### src/rtl/lab3_pkg.sv
// Shared types, constants and small helpers for the 4x4 keypad scanner.
package lab3_pkg;

    typedef enum logic [1:0] {
        SCAN       = 2'd0,
        PRESS_DB   = 2'd1,
        HELD       = 2'd2,
        RELEASE_DB = 2'd3
    } scan_state_t;

    localparam logic [3:0] COL_RESET = 4'b1110;
    localparam logic [3:0] ROWS_IDLE = 4'b1111;
    localparam logic [7:0] KEY_NONE  = 8'h00;

    // True when exactly one active-low row is asserted.
    function automatic logic one_low(input logic [3:0] rows);
        logic [3:0] v;
        v = ~rows;
        return (v != 4'b0000) && ((v & (v - 4'd1)) == 4'b0000);
    endfunction

    function automatic logic [3:0] rotate_col(input logic [3:0] cols);
        return {cols[2:0], cols[3]};
    endfunction

endpackage

### src/rtl/lab3_sync.sv
// Two-flop synchronizer for asynchronous inputs; resets to all-ones (idle rows).
module lab3_sync #(
    parameter int WIDTH = 4
) (
    input  logic             int_osc,
    input  logic             reset,
    input  logic [WIDTH-1:0] d,
    output logic [WIDTH-1:0] q
);

    logic [WIDTH-1:0] meta;

    // NOTE: non-blocking assignments let both flops sample on the same edge; blocking would collapse the chain to one stage.
    always_ff @(posedge int_osc or posedge reset) begin
        if (reset) begin
            meta <= '1;
            q    <= '1;
        end else begin
            meta <= d;
            q    <= meta;
        end
    end

endmodule

### src/rtl/lab3_keypad_scan.sv
// 4x4 active-low keypad scanner: column scan, press/release debounce, one alarm per press.
module lab3_keypad_scan
    import lab3_pkg::*;
#(
    parameter int SCAN_DIV        = 12000,
    parameter int DEBOUNCE_CYCLES = 240000
) (
    input  logic       int_osc,
    input  logic       reset,
    input  logic [3:0] rows,
    output logic [3:0] cols,
    output logic       alarm,
    output logic [7:0] keypress,
    output logic       key_held
);

    localparam int CNT_MAX = (SCAN_DIV > DEBOUNCE_CYCLES) ? SCAN_DIV : DEBOUNCE_CYCLES;
    localparam int CNT_W   = (CNT_MAX > 1) ? $clog2(CNT_MAX) : 1;

    localparam logic [CNT_W-1:0] DWELL_LAST = CNT_W'(SCAN_DIV - 1);
    localparam logic [CNT_W-1:0] DB_LAST    = CNT_W'(DEBOUNCE_CYCLES - 1);

    scan_state_t      state;
    scan_state_t      state_next;
    logic [3:0]       rows_s;
    logic [3:0]       cand_row;
    logic [CNT_W-1:0] dwell_cnt;
    logic [CNT_W-1:0] db_cnt;

    logic dwell_inc;
    logic dwell_clr;
    logic db_inc;
    logic db_clr;
    logic latch_cand;
    logic col_rotate;
    logic accept;
    logic release_done;
    logic row_up;

    lab3_sync #(.WIDTH(4)) u_rows_sync (
        .int_osc (int_osc),
        .reset   (reset),
        .d       (rows),
        .q       (rows_s)
    );

    // The candidate row is one-hot, so any high bit in the overlap means that key is up.
    assign row_up = |(rows_s & cand_row);

    always_ff @(posedge int_osc or posedge reset) begin
        if (reset) begin
            state <= SCAN;
        end else begin
            state <= state_next;
        end
    end

    // NOTE: every output of this block gets a default first so no path can leave it unassigned and infer a latch.
    always_comb begin
        state_next   = state;
        dwell_inc    = 1'b0;
        dwell_clr    = 1'b0;
        db_inc       = 1'b0;
        db_clr       = 1'b0;
        latch_cand   = 1'b0;
        col_rotate   = 1'b0;
        accept       = 1'b0;
        release_done = 1'b0;

        case (state)
            SCAN: begin
                // Rows are only looked at on the last dwell cycle so they have settled after the column change.
                if (dwell_cnt == DWELL_LAST) begin
                    dwell_clr = 1'b1;
                    if (one_low(rows_s)) begin
                        latch_cand = 1'b1;
                        db_clr     = 1'b1;
                        state_next = PRESS_DB;
                    end else begin
                        col_rotate = 1'b1;
                    end
                end else begin
                    dwell_inc = 1'b1;
                end
            end

            PRESS_DB: begin
                if (~rows_s == cand_row) begin
                    if (db_cnt == DB_LAST) begin
                        accept     = 1'b1;
                        db_clr     = 1'b1;
                        state_next = HELD;
                    end else begin
                        db_inc = 1'b1;
                    end
                end else begin
                    db_clr     = 1'b1;
                    dwell_clr  = 1'b1;
                    state_next = SCAN;
                end
            end

            HELD: begin
                if (row_up) begin
                    db_clr     = 1'b1;
                    state_next = RELEASE_DB;
                end
            end

            RELEASE_DB: begin
                if (row_up) begin
                    if (db_cnt == DB_LAST) begin
                        release_done = 1'b1;
                        col_rotate   = 1'b1;
                        dwell_clr    = 1'b1;
                        db_clr       = 1'b1;
                        state_next   = SCAN;
                    end else begin
                        db_inc = 1'b1;
                    end
                end else begin
                    db_clr     = 1'b1;
                    state_next = HELD;
                end
            end

            default: begin
                state_next = SCAN;
            end
        endcase
    end

    always_ff @(posedge int_osc or posedge reset) begin
        if (reset) begin
            dwell_cnt <= '0;
            db_cnt    <= '0;
            cand_row  <= 4'b0000;
            cols      <= COL_RESET;
            alarm     <= 1'b0;
            keypress  <= KEY_NONE;
            key_held  <= 1'b0;
        end else begin
            if (dwell_clr) begin
                dwell_cnt <= '0;
            end else if (dwell_inc) begin
                dwell_cnt <= dwell_cnt + 1'b1;
            end

            if (db_clr) begin
                db_cnt <= '0;
            end else if (db_inc) begin
                db_cnt <= db_cnt + 1'b1;
            end

            if (latch_cand) begin
                cand_row <= ~rows_s;
            end

            if (col_rotate) begin
                cols <= rotate_col(cols);
            end

            // Columns are frozen from the sample through release, so ~cols still names the pressed column here.
            alarm <= accept;
            if (accept) begin
                keypress <= {cand_row, ~cols};
                key_held <= 1'b1;
            end else if (release_done) begin
                key_held <= 1'b0;
            end
        end
    end

endmodule

### config.mk
export PLATFORM = sky130hd
export DESIGN_NAME = lab3_keypad_scan
export DESIGN_NICKNAME = d
export VERILOG_FILES = /design/src/rtl/lab3_pkg.sv /design/src/rtl/lab3_sync.sv /design/src/rtl/lab3_keypad_scan.sv
export SDC_FILE = /design/constraint.sdc
export NUM_CORES = 1
export LEC_CHECK = 0
export CAP_MARGIN = 40
export CORE_MARGIN = 2
export CORE_UTILIZATION = 50
export CTS_CLUSTER_DIAMETER = 100
export DETAILED_ROUTE_END_ITERATION = 12
export GPL_TIMING_DRIVEN = 0
export PLACE_DENSITY = 0.69
export REMOVE_ABC_BUFFERS = 1
export SKIP_LAST_GASP = 1
export SLEW_MARGIN = 20
export SYNTH_ARGS = -nofsm -noshare
export SYNTH_HDL_FRONTEND = slang
export SYNTH_SLANG_ARGS = --single-unit
### constraint.sdc
create_clock -name int_osc -period 6.3 [get_ports int_osc]
set_clock_uncertainty 0.15 [all_clocks]
set_input_delay 0.63 -clock int_osc [delete_from_list [all_inputs] [get_ports int_osc]]
set_output_delay 0.63 -clock int_osc [all_outputs]
set_load 0.01 [all_outputs]
==> flow_summary.yaml <==
cells_and_area:
  nNetsFinal: 358
  seqCellArea_um2: 1620
  layoutNonFillerInstCount: 423
  antenna_cells: 0
  final_util_pct: 59.1
  nFillCells: 548
  post_route_cells_drive_above_1_share_pct: 15.0
  fin_area_um2: 3750
  syn2layout_area_growth_pct: 14.9
  multi_input_area_um2: 1550
timing:
  maxSlewViolCount: 0
  timing.fmax_mhz: 355
  timing.hold.ws_ns: 0.205
  hold_viol: 0
  fin_tns_setup_ns: 0
  tightest_slew_ns: 0.729
  fin_ws_ns: 3.48
  rsz0062_at_grt: "false"
  period_share_pct: 44.8
  slew_headroom_pct: 51.0
  final.min_clock_period_ns: 2.82
  finalSetupViolCount: 0
status:
  outcome: "completed"
floorplan:
  start_util_pct: 51.4
  rows: 29
  dieHeight_um: 84.8
  fp.dieW_um: 84.8
  dieArea_um2: 7200
  core_um2: 6350
  io_pins: 20
pwr:
  p_leak_nw: 1.54
  pwr-share-clk_pct: 41.6
  pwr-share-comb_pct: 2.2
  p_per_area_nw_per_um2: 198
  power_frac_seq_pct: 56.2
  peakVddDrop_v: 0.000208
  power_uw: 744
  internal-power_uw: 585
  switching_share_pct: 21.4
  p_switching_uw: 159
global_route:
  grt_usage_pct: 18.7
  grt_pass1_vias: 2351
  grt_max_degree: 34
  grt_overflow_total: 0
  grt_pass1_wl_mm: 10.7
  grt_antenna_before_repair: 0
cts:
  cts_tree: "built"
  post_cts_buffers: 0
  clk_latency_ns: 0.34
  cts_resized: 0
  cts_max_path_buffers: 2
  htree_levels: 3
  root_buffer: "clkbuf_8"
  cts-hold-fix-buffers: 0
  clock_sinks: 64
  clk_pin_slew_ns: 0.06
  cts_made_buffers: 9
setup_path:
  crit_path_cell_trace: "or4_4, or4_4, a211o_1, a211oi_4, buf_8, a21oi_1"
  crit_arrival_ns: 2.88
  path_max_fanout: 13
  cp_slowest_cell: "or4_4"
  start_kind: "flop"
  end_kind: "flop"
  path_common_cell: "or4_4"
  required_ns: 6.36
  critPathMaxStageDelay_ns: 0.56
  rrSetupSlack_ns: 3.48
  path_class: "reg -> reg"
yosys:
  syn_avg_cell_area_um2: 10.4
  synth_top_cell_area_share_pct: 40.6
  syn-instance-count: 314
  async_flop_share_pct: 100
  yosysMostFrequentCell: "dfrtp_1"
  yosysUniqueCellTypes: 48
  ys_ff_latch: 64
  synth_warnings: 0
  synth_edf_count: 0
  yosys-top-cells-count: "dfrtp_1, nor2_1, nand2_1, inv_1, nand3_1"
  synth_area_leaders: "dfrtp_1, dfstp_2, ha_1, xnor2_1, nor2_1"
  synth_ff_type: "dfrtp_1"
  synth_top_cell_by_area: "dfrtp_1"
  synthesis.area_um2: 3270
  ys_seq_area_share_pct: 49.4
route:
  routed_wl_mm: 5.99
  drtPass1Iterations: 5
  drc: 0
  drt-initial-drc-count: 88
  vias: 2401
  routedWlPerCell_um: 14.2
  ant_nets: 0
  vias_per_cell: 5.68
placement:
  place_inst: 406
  place_congestion: 0.834
  dp_slack_ns: 3.37
  dp_hpwl_mm: 4.25
  placed_cell_area_um2: 3570
  numPortBuffers: 19
run:
  drv_cap: 0
min_path:
  hp-class: "reg -> reg"
## layout make-up
type,instances,share of cell area (%)
Inverter,17,1.77
Clock buffer,13,4.23
Multi-Input combinational cell,226,41.3
Timing Repair Buffer,23,6.60
Clock inverter,3,0.467
Sequential cell,64,43.0
Tap cell,77,2.57
## kinds of logic after synthesis
| kind of cell | count (synthesis) | share of synthesized area, % |
|---|---|---|
| flip-flops | 64 | 49.4 |
| multiplexers | 13 | 4.17 |
| AND/OR/NAND/NOR | 123 | 20.9 |
| AO/OA/AOI/OAI | 57 | 12.1 |
| buffers and inverters | 24 | 3.18 |
| XOR/XNOR | 22 | 5.90 |
| adder cells (fa/ha/maj) | 11 | 4.21 |
## metal layers
layer | routed length (um) | track usage, % | part of all wire, %
met2 | 2870 | 29.5 | 48
met1 | 2850 | 24.7 | 48
met5 | 0 | 0 | 0
met3 | 192 | 5.54 | 3.2
met4 | 75 | 6.35 | 1.3
## power by group through the flow
stage               clock network [mW]  logic [mW]  registers [mW]
global placement                     0      0.0150           0.425
finish                           0.309      0.0163           0.418
global route                     0.339      0.0192           0.418
CTS                              0.321      0.0172           0.418
detailed placement                   0      0.0172           0.426
floorplan                            0     0.00933           0.425
## registers in the layout (all words and copies together), names as in the netlist
| name | flops |
|---|---|
| alarm | 1 |
| key_held | 1 |
| dwell_cnt | 18 |
| cols | 4 |
| state | 2 |
| u_rows_sync.q | 4 |
| cand_row | 4 |
| db_cnt | 18 |
| keypress | 8 |
| u_rows_sync.meta | 4 |
## path summary, 6_finish.rpt
path	start	end	cells after the start
worst max-delay path	dwell_cnt[14]	db_cnt[8]	6
worst min-delay path	u_rows_sync.meta[2]	u_rows_sync.q[2]	0
worst max register to register	dwell_cnt[14]	db_cnt[8]	6
worst min register to register	u_rows_sync.meta[2]	u_rows_sync.q[2]	0
max in group asynchronous	reset	cols[2]	3
min in group asynchronous	reset	db_cnt[6]	2
## placed cells by master (no fill, tap or decap), drive strengths merged, types with 2 or more instances in the layout
cell	Yosys	layout
nor4bb	2	2
or3	9	9
o21bai	2	2
xnor2	13	13
nor4	5	5
o31ai	7	7
o21ai	12	12
nor3	7	7
clkinv	0	2
a31oi	2	2
inv	17	17
nor2b	2	2
nor4b	2	2
clkbuf	4	13
a21oi	18	18
ha	11	11
nand4	8	8
clkdlybuf4s50	0	19
nor2	29	29
a211oi	3	3
mux2	5	5
nand2	20	20
mux2i	8	8
a211o	2	2
dfrtp	53	53
buf	3	4
or4	12	12
nand3	17	17
dfstp	11	11
nand3b	4	4
xor2	9	9
o211ai	3	3
and4	3	3
## worst max-delay path, delay by kind of cell, from the launching register on
kind | cells | cell delay [ns]
AOI/OAI and AO/OA | 3 | 0.82
buffers and inverters | 1 | 0.23
DFF | 1 | 0.42
and+or+nand+nor | 2 | 1.08
Power figures use the tool's default switching activity.
